File: config.mk
export PLATFORM = sky130hd
export DESIGN_NAME = fetch_unit_flat
export DESIGN_NICKNAME = d
export VERILOG_FILES = /design/src/rtl/fetch_unit_if.sv /design/src/rtl/fetch_unit.sv /design/src/flat_wrapper.sv
export SDC_FILE = /design/constraint.sdc
export NUM_CORES = 1
export LEC_CHECK = 0
export CORE_UTILIZATION = 41
export CTS_BUF_LIST = sky130_fd_sc_hd__clkbuf_4 sky130_fd_sc_hd__clkbuf_8
export CTS_CLUSTER_DIAMETER = 80
export CTS_CLUSTER_SIZE = 40
export DETAILED_ROUTE_END_ITERATION = 8
export HOLD_SLACK_MARGIN = 0.1
export PLACE_DENSITY = 0.79
export SLEW_MARGIN = 10
export SYNTH_ARGS = -nofsm -noshare
export SYNTH_HDL_FRONTEND = slang
export SYNTH_SLANG_ARGS = --single-unit
File: constraint.sdc
create_clock -name clock -period 1.95 [get_ports clock]
set_input_delay 0.195 -clock clock [delete_from_list [all_inputs] [get_ports clock]]
set_output_delay 0.195 -clock clock [all_outputs]
set_load 0.05 [all_outputs]
File: src/rtl/fetch_unit_if.sv
// Instruction-memory request/ack bus between the fetch unit (master) and the
// instruction memory (slave).
interface fetch_unit_if #(
  parameter int PC_WIDTH = 8
);
  logic                imem_req;
  logic [PC_WIDTH-1:0] imem_addr;
  logic                imem_ack;
  logic [7:0]          imem_rdata;

  modport master (
    output imem_req,
    output imem_addr,
    input  imem_ack,
    input  imem_rdata
  );

  modport slave (
    input  imem_req,
    input  imem_addr,
    output imem_ack,
    output imem_rdata
  );
endinterface

File: src/rtl/fetch_unit.sv
// nRISC instruction-fetch stage: PC, IR and the IDLE/FETCH/DECODE/UPDATE/HALT sequencer.
// Optional fetch watchdog enabled by defining FETCH_TIMEOUT_EN.
module fetch_unit #(
  parameter int                  PC_WIDTH       = 8,
  parameter logic [PC_WIDTH-1:0] RESET_PC       = '0,
  parameter int                  TIMEOUT_CYCLES = 16
) (
  input  logic                clock,
  input  logic                reset,
  input  logic                PcWrite,
  input  logic                Jump,
  input  logic                Bnez,
  input  logic                bnez_cond,
  input  logic [PC_WIDTH-1:0] jr_target,
  fetch_unit_if.master        imem,
  output logic [PC_WIDTH-1:0] pc,
  output logic [2:0]          opCode,
  output logic                funct,
  output logic                instr_valid,
  output logic                halted,
  output logic                fetch_fault
);

  localparam logic [2:0] ST_IDLE   = 3'd0;
  localparam logic [2:0] ST_FETCH  = 3'd1;
  localparam logic [2:0] ST_DECODE = 3'd2;
  localparam logic [2:0] ST_UPDATE = 3'd3;
  localparam logic [2:0] ST_HALT   = 3'd4;

  logic [2:0]          state_q, state_d;
  logic [PC_WIDTH-1:0] pc_q, pc_d;
  logic [7:0]          ir_q, ir_d;
  logic                timeout_hit;

  // Branch offset is the 5-bit signed field ir[4:0]; wraps modulo 2^PC_WIDTH.
  function automatic logic [PC_WIDTH-1:0] branch_target(input logic [PC_WIDTH-1:0] base,
                                                         input logic [4:0]          off);
    logic signed [PC_WIDTH-1:0] off_sx;
    off_sx = PC_WIDTH'($signed(off));
    return base + off_sx;
  endfunction

  always_comb begin
    state_d = state_q;
    pc_d    = pc_q;
    ir_d    = ir_q;
    case (state_q)
      ST_IDLE:   state_d = ST_FETCH;
      ST_FETCH: begin
        if (imem.imem_ack) begin
          ir_d    = imem.imem_rdata;
          state_d = ST_DECODE;
        end else if (timeout_hit) begin
          state_d = ST_HALT;
        end
      end
      ST_DECODE: state_d = ST_UPDATE;
      ST_UPDATE: begin
        if (!PcWrite) begin
          state_d = ST_HALT;
        end else begin
          state_d = ST_FETCH;
          if (Jump)                  pc_d = jr_target;
          else if (Bnez && bnez_cond) pc_d = branch_target(pc_q, ir_q[4:0]);
          else                       pc_d = pc_q + PC_WIDTH'(1);
        end
      end
      ST_HALT:   state_d = ST_HALT;
      default:   state_d = ST_IDLE;
    endcase
  end

  always_ff @(posedge clock or posedge reset) begin
    if (reset) begin
      state_q <= ST_IDLE;
      pc_q    <= RESET_PC;
      ir_q    <= '0;
    end else begin
      state_q <= state_d;
      pc_q    <= pc_d;
      ir_q    <= ir_d;
    end
  end

`ifdef FETCH_TIMEOUT_EN
  localparam int CNT_W = $clog2(TIMEOUT_CYCLES + 1);

  logic [CNT_W-1:0] cnt_q, cnt_d;
  logic             fault_q, fault_d;

  // The last unacknowledged FETCH cycle before the limit triggers the fault.
  assign timeout_hit = (state_q == ST_FETCH) && !imem.imem_ack &&
                       (cnt_q == CNT_W'(TIMEOUT_CYCLES - 1));

  always_comb begin
    cnt_d   = '0;
    fault_d = fault_q | timeout_hit;
    if ((state_q == ST_FETCH) && !imem.imem_ack && !timeout_hit)
      cnt_d = cnt_q + CNT_W'(1);
  end

  always_ff @(posedge clock or posedge reset) begin
    if (reset) begin
      cnt_q   <= '0;
      fault_q <= 1'b0;
    end else begin
      cnt_q   <= cnt_d;
      fault_q <= fault_d;
    end
  end

  assign fetch_fault = fault_q;
`else
  assign timeout_hit = 1'b0;
  assign fetch_fault = 1'b0;
`endif

  assign imem.imem_req  = (state_q == ST_FETCH);
  assign imem.imem_addr = pc_q;
  assign pc             = pc_q;
  assign opCode         = ir_q[7:5];
  assign funct          = ir_q[0];
  assign instr_valid    = (state_q == ST_DECODE) || (state_q == ST_UPDATE);
  assign halted         = (state_q == ST_HALT);

endmodule

File: src/flat_wrapper.sv
// flat-port wrapper written by rule: the top's interface ports become plain ports
module fetch_unit_flat 
#(
  parameter int                  PC_WIDTH       = 8,
  parameter logic [PC_WIDTH-1:0] RESET_PC       = '0,
  parameter int                  TIMEOUT_CYCLES = 16
)
  (clock, reset, PcWrite, Jump, Bnez, bnez_cond, jr_target, pc, opCode, funct, instr_valid, halted, fetch_fault, imem_imem_req, imem_imem_addr, imem_imem_ack, imem_imem_rdata);
  fetch_unit_if #(.PC_WIDTH(PC_WIDTH)) imem_i ();
  input  logic clock;
  input  logic reset;
  input  logic PcWrite;
  input  logic Jump;
  input  logic Bnez;
  input  logic bnez_cond;
  input  logic [PC_WIDTH-1:0] jr_target;
  output logic [PC_WIDTH-1:0] pc;
  output logic [2:0] opCode;
  output logic funct;
  output logic instr_valid;
  output logic halted;
  output logic fetch_fault;
  output wire logic [$bits(imem_i.imem_req)-1:0] imem_imem_req;
  output wire logic [$bits(imem_i.imem_addr)-1:0] imem_imem_addr;
  input wire logic [$bits(imem_i.imem_ack)-1:0] imem_imem_ack;
  input wire logic [$bits(imem_i.imem_rdata)-1:0] imem_imem_rdata;
  assign imem_imem_req = imem_i.imem_req;
  assign imem_imem_addr = imem_i.imem_addr;
  assign imem_i.imem_ack = imem_imem_ack;
  assign imem_i.imem_rdata = imem_imem_rdata;
  fetch_unit #(.PC_WIDTH(PC_WIDTH), .RESET_PC(RESET_PC), .TIMEOUT_CYCLES(TIMEOUT_CYCLES)) u_core (.clock(clock), .reset(reset), .PcWrite(PcWrite), .Jump(Jump), .Bnez(Bnez), .bnez_cond(bnez_cond), .jr_target(jr_target), .imem(imem_i), .pc(pc), .opCode(opCode), .funct(funct), .instr_valid(instr_valid), .halted(halted), .fetch_fault(fetch_fault));
endmodule
==> flow_summary.json, run 1 <==
{
  "outcome": "complete, but fails checks",
  "violations": "negative setup slack",
  "viasPerCell": 5.28,
  "core_sq_um": 2780,
  "cap_violations": 0,
  "rr_startpoint": "u_core.ir_q[0]",
  "first_iter_violations": 26,
  "syn_nets": 153,
  "finalPower_mw": 3.09,
  "drive_gt1_frac": 0.305,
  "ir_drop_mv": 1.18,
  "critPathCaptureType": "flop",
  "die-area_sq_um": 3180,
  "cts_tree": "built",
  "wl_per_cell_microns": 13.5,
  "rows": 19,
  "crit_path_max_incr_delay_ps": 420,
  "dp_slack_ps": -453,
  "p_sw_mw": 1.57,
  "finalNonFillerCells": 208,
  "ys_seq_elements": 19,
  "ys_seq_area_frac": 0.393,
  "design_area_sq_um": 1810,
  "gp_congestion": 0.797,
  "dpl_cell_area_sq_um": 1750,
  "power.share.clock": 0.070,
  "antenna_found_initial": 0,
  "synth.area.top_cells": "dfrtp_1, buf_4, mux2_2, ha_1, mux2i_1",
  "cell_internal_pwr_mw": 1.52,
  "cp_num_buf_inv": 0,
  "p_per_area_nw_per_um2": 1710,
  "cp-start-kind": "flop",
  "finalSetupViolations": 3,
  "synth.distinct_cells": 40,
  "hp-class": "in -> async",
  "hpwlAfterDp_microns": 2180,
  "crit_type": "reg -> reg",
  "die_w_microns": 56.4,
  "syn_area_sq_um": 1210,
  "post-route-drc-count": 0,
  "root_buffer": "clkbuf_4",
  "cts_sinks": 19,
  "grt_max_degree": 13,
  "ys_async_sr_fraction": 1.00,
  "relSlewSlack": 0.657,
  "ctsHtreeMaxLevel": 1,
  "fin_crit_sh": 1.06,
  "setup_ws_ps": -108,
  "ctsHoldBuffers": 0,
  "ff2ff_path_depth": 7,
  "ys_warn_count": 0,
  "ys.flop_type": "dfrtp_1",
  "grt_pass1_wl_microns": 4880,
  "tns_ps": -202,
  "worstPathRequired_ps": 2150,
  "grt_overflow_total": 0,
  "die_h_microns": 56.4,
  "period_needed_ps": 2060,
  "p_comb_frac": 0.681,
  "yosysTopAreaCell": "dfrtp_1",
  "nFillCells": 234,
  "grt_pass1_vias": 1134,
  "synth_cells": 125,
  "numCtsBuffers": 3,
  "synth_edf_count": 0,
  "dp.cells": 204,
  "crit_fanout": 3,
  "diodes": 0,
  "ys_top_cells_by_count": "dfrtp_1, buf_4, inv_1, nor2_1, mux2_2",
  "io_pins": 47,
  "whs_ps": 162,
  "wl_microns": 2800,
  "worstMarginPinSlew_ps": 514,
  "io_buffers": 45,
  "ant_nets": 0,
  "fmax_mhz": 486,
  "worstSkewPairLatency_ps": 310,
  "cp_top_family": "compound AO/OA/AOI/OAI gates",
  "p_leak_nw": 0.823,
  "arrival_ps": 2250,
  "syn_area_per_cell_sq_um": 9.69,
  "multi_input_area_sq_um": 649,
  "final_util": 0.650,
  "yosys.area.top_type_share": 0.393,
  "synth_most_common_cell": "dfrtp_1",
  "initial_core_util": 0.435,
  "finalHoldViolCount": 0,
  "path_cells": "nand3b_1 > ha_2 > a211o_1 > a21oi_2 > mux2i_2 > nor4_2 > a311o_1",
  "clock_skew_ps": 8.21,
  "area_delta_synth_final_pct": 49.4,
  "clkTransAtPathRegs_ps": 120,
  "p_sw_frac": 0.509,
  "drt_first_pass_iters": 4,
  "regArea_sq_um": 480,
  "rrSetupSlack_ps": -110,
  "fin_nets": 206,
  "finalMaxSlewViolations": 0,
  "timing.rr.end": "u_core.imem.imem_addr[5]",
  "rsz0062_at_grt": "true",
  "grt_usage": 0.196,
  "clockBufferDepth": 2,
  "num_vias": 1098,
  "cp_slowest_cell": "dfrtp_2",
  "p_seq_frac": 0.249
}
==> timing repair <==
action                                  CTS  global route
setup buffers                             0             0
endpoints found under the setup margin    3             7
resized for setup                         5             4
pin swaps                                 6             4
==> per-layer routing <==
metal / share of wire / routed length, microns / track usage
met1: 0.43 / 1200 / 0.224
met2: 0.53 / 1470 / 0.359
met3: 0.047 / 132 / 0.0553
met4: 0 / 0 / 0.0488
met5: 0 / 0 / 0
==> power groups by stage <==
stage / clock network (mW) / registers, mW / logic [mW]
after floorplan: 0 / 1.03 / 1.26
after global placement: 0 / 0.757 / 2.05
after detailed placement: 0 / 0.774 / 2.09
after CTS: 0.226 / 0.772 / 2.10
after global routing: 0.244 / 0.802 / 2.23
final: 0.216 / 0.769 / 2.10
==> layout by cell type (no fill, tap or decap), types with 3 or more instances in the layout <==
master / Yosys / layout
ha_1: 4 / 3
a2bb2oi_1: 3 / 3
o21ai_0: 6 / 6
clkbuf_4: 1 / 3
inv_1: 10 / 9
and3_2: 3 / 3
clkdlybuf4s50_1: 0 / 38
nand2_1: 5 / 5
a31oi_1: 3 / 3
a21oi_1: 5 / 4
dfrtp_2: 0 / 4
nand3_1: 4 / 3
mux2_2: 8 / 8
nor2_1: 9 / 9
buf_4: 12 / 20
dfrtp_1: 19 / 15
==> worst reg2reg max path, delay by kind of cell, from the launching register on <==
family / cells / cell delay (ps)
AND/OR/NAND/NOR: 2 / 240
flip-flops: 1 / 420
adder cells (fa/ha/maj): 1 / 210
AO/OA/AOI/OAI: 3 / 790
multiplexers: 1 / 290
==> cell type report <==
| type | count | area share |
|---|---|---|
| repair buffers | 62 | 0.317 |
| clock buffers | 3 | 0.0124 |
| inverters | 10 | 0.0207 |
| well taps | 31 | 0.0214 |
| clock inverters | 1 | 0.00415 |
| flip-flops and latches | 19 | 0.266 |
| multi-input cells | 82 | 0.359 |
==> flip-flops by register name (all words and copies together) (netlist names) <==
signal / cells
u_core.ir_q: 8
u_core.state_q: 3
u_core.imem.imem_addr: 8
==> worst max-delay path by stage <==
stage | from | end | slack, ps | cells after the start
after floorplan | u_core.ir_q[0] | u_core.imem.imem_addr[6] | -150 | 9
after global placement | Bnez | u_core.imem.imem_addr[5] | -370 | 9
after detailed placement | Bnez | u_core.imem.imem_addr[5] | -450 | 9
after CTS | u_core.ir_q[0] | u_core.imem.imem_addr[5] | -80 | 7
after global routing | u_core.ir_q[0] | u_core.imem.imem_addr[5] | -200 | 7
final | u_core.ir_q[0] | u_core.imem.imem_addr[5] | -110 | 7
==> cells by family after synthesis <==
kind of cell               Yosys count  synth area share
DFF                                 19             0.393
other                                1           0.00310
xor gates and xnor gates             2            0.0145
and+or+nand+nor                     34             0.156
AOI/OAI and AO/OA                   28             0.154
adders and majority gates            5            0.0579
buffers and inverters               24             0.115
muxes                               12             0.107
No activity file was read; power rests on OpenSTA's default activity.
==> run 2: changes to the inputs <==
--- a/config.mk
+++ b/config.mk
@@ -5,13 +5,14 @@
 export SDC_FILE = /design/constraint.sdc
 export NUM_CORES = 1
 export LEC_CHECK = 0
-export CORE_UTILIZATION = 41
+export CORE_UTILIZATION = 58
 export CTS_BUF_LIST = sky130_fd_sc_hd__clkbuf_4 sky130_fd_sc_hd__clkbuf_8
 export CTS_CLUSTER_DIAMETER = 80
 export CTS_CLUSTER_SIZE = 40
 export DETAILED_ROUTE_END_ITERATION = 8
+export DONT_BUFFER_PORTS = 1
 export HOLD_SLACK_MARGIN = 0.1
-export PLACE_DENSITY = 0.79
+export PLACE_DENSITY = 0.76
 export SLEW_MARGIN = 10
 export SYNTH_ARGS = -nofsm -noshare
 export SYNTH_HDL_FRONTEND = slang
==> run 2 against run 1 <==
Against the previous run:
- the flow still finishes with violations (negative setup slack)
- clock power about the same
- worst hold slack got worse by 93 ps
- combinational power decreased by 12%
- die area decreased by 28%
- via count decreased by 3.6%
- clock-buffer cell count unchanged
- critical endpoint is now u_core.imem.imem_addr[6]
==> flow_summary.json, run 2 (same netlist as run 1, synthesis figures left out) <==
{
  "io_buffers": 0,
  "ir_drop_mv": 1.36,
  "clock_skew_ps": 5.16,
  "fin_nets": 180,
  "area_delta_synth_final_pct": 26.8,
  "cap_violations": 0,
  "crit_type": "reg -> reg",
  "period_needed_ps": 2050,
  "cts_tree": "built",
  "ant_nets": 0,
  "ff2ff_path_depth": 9,
  "dpl_cell_area_sq_um": 1330,
  "rows": 16,
  "diodes": 0,
  "ctsHtreeMaxLevel": 1,
  "post-route-drc-count": 0,
  "hpwlAfterDp_microns": 1810,
  "timing.rr.end": "u_core.imem.imem_addr[6]",
  "final_util": 0.783,
  "die-area_sq_um": 2270,
  "worstMarginPinSlew_ps": 710,
  "root_buffer": "clkbuf_4",
  "finalMaxSlewViolations": 0,
  "die_w_microns": 47.7,
  "rsz0062_at_grt": "true",
  "rrSetupSlack_ps": -100,
  "fin_crit_sh": 1.05,
  "grt_overflow_total": 0,
  "p_leak_nw": 0.718,
  "p_per_area_nw_per_um2": 1910,
  "worstSkewPairLatency_ps": 310,
  "hold-path-cell-count": 2,
  "whs_ps": 68.8,
  "final_cell_mix": "buf_4, dfrtp_1, dlygate4sd3_1, inv_1, nor2_1",
  "hp-class": "in -> reg",
  "relSlewSlack": 0.526,
  "die_h_microns": 47.7,
  "wl_per_cell_microns": 17.1,
  "viasPerCell": 5.95,
  "rr_startpoint": "u_core.ir_q[0]",
  "cp-start-kind": "flop",
  "finalNonFillerCells": 178,
  "tns_ps": -213,
  "worstPathRequired_ps": 2160,
  "setup_ws_ps": -97.3,
  "holdPathEnd": "u_core.imem.imem_addr[1]",
  "finalHoldViolCount": 0,
  "clkTransAtPathRegs_ps": 120,
  "wl_microns": 3040,
  "outcome": "complete, but fails checks",
  "cts_sinks": 19,
  "initial_core_util": 0.617,
  "violations": "negative setup slack",
  "io_pins": 47,
  "arrival_ps": 2260,
  "gp_congestion": 0.833,
  "numCtsBuffers": 3,
  "drive_gt1_frac": 0.397,
  "critPathCaptureType": "flop",
  "fmax_mhz": 488,
  "num_vias": 1059,
  "drt_first_pass_iters": 4,
  "finalSetupViolations": 4,
  "design_area_sq_um": 1540,
  "core_sq_um": 1960,
  "antenna_found_initial": 0,
  "grt_usage": 0.285,
  "hold_start": "Jump",
  "grt_pass1_wl_microns": 4330,
  "clockBufferDepth": 2,
  "grt_max_degree": 20,
  "dp_slack_ps": -109,
  "crit_fanout": 3,
  "layout_commonest_cell": "buf_4",
  "dp.cells": 158,
  "finalPower_mw": 2.93,
  "first_iter_violations": 25,
  "grt_pass1_vias": 1039
}
==> run 2: changes by cell type in the layout (fill, tap and decap cells not counted), moves of 2 or more <==
cell             before  now
clkdlybuf4s50_1      38    0
buf_4                20   25
ha_1                  3    1
dlymetal6s2s_1        2    0
dlygate4sd3_1         0   11
dlygate4sd2_1         2    0
==> run 2: layout make-up <==
type                    count  area [sq um]
clock buffers               3          22.5
clock inverters             1          7.51
fillers                   145           427
inverters                  10          37.5
multi-input cells          82           656
flip-flops and latches     19           480
well taps                  27          33.8
repair buffers             36           298
==> run 2: where the power goes <==
part / switching [mW] / internal, mW / leakage [nW] / total (mW)
clock: 0.137 / 0.0784 / 0.0139 / 0.215
combinational: 1.18 / 0.665 / 0.487 / 1.85
sequential: 0.283 / 0.582 / 0.217 / 0.865
total: 1.60 / 1.33 / 0.718 / 2.93
==> run 2: worst max path at each step <==
stage | startpoint | to | slack, ps | depth (start not counted)
2_1_floorplan | u_core.ir_q[0] | u_core.imem.imem_addr[6] | -150 | 9
3_3_place_gp | u_core.ir_q[1] | u_core.imem.imem_addr[5] | -30 | 8
3_5_place_dp | u_core.ir_q[1] | u_core.imem.imem_addr[5] | -110 | 8
4_1_cts | u_core.ir_q[0] | u_core.imem.imem_addr[7] | -40 | 8
5_1_grt | u_core.ir_q[0] | u_core.imem.imem_addr[6] | -180 | 9
6_report | u_core.ir_q[0] | u_core.imem.imem_addr[6] | -100 | 9
==> run 2: repair_timing <==
action / CTS / global route
setup buffers: 3 / 2
endpoints found under the hold margin: 32 / 0
endpoints found under the setup margin: 3 / 4
hold buffers: 11 / 0
resized for setup: 3 / 3
pin swaps: 6 / 4
==> run 2: routing by layer <==
layer / track usage / wire length, microns
met5: 0 / 0
met4: 0.150 / 68
met3: 0.0830 / 199
met2: 0.489 / 1620
met1: 0.317 / 1150
==> run 2: critical path, cell delays in order, from the launching register on <==
cell,delay (ps)
dfrtp_2,380
nand3b_1,130
ha_2,220
inv_2,40
fa_2,340
nand2b_4,160
a21oi_4,160
mux2i_2,250
a31oi_1,130
a2bb2oi_1,150
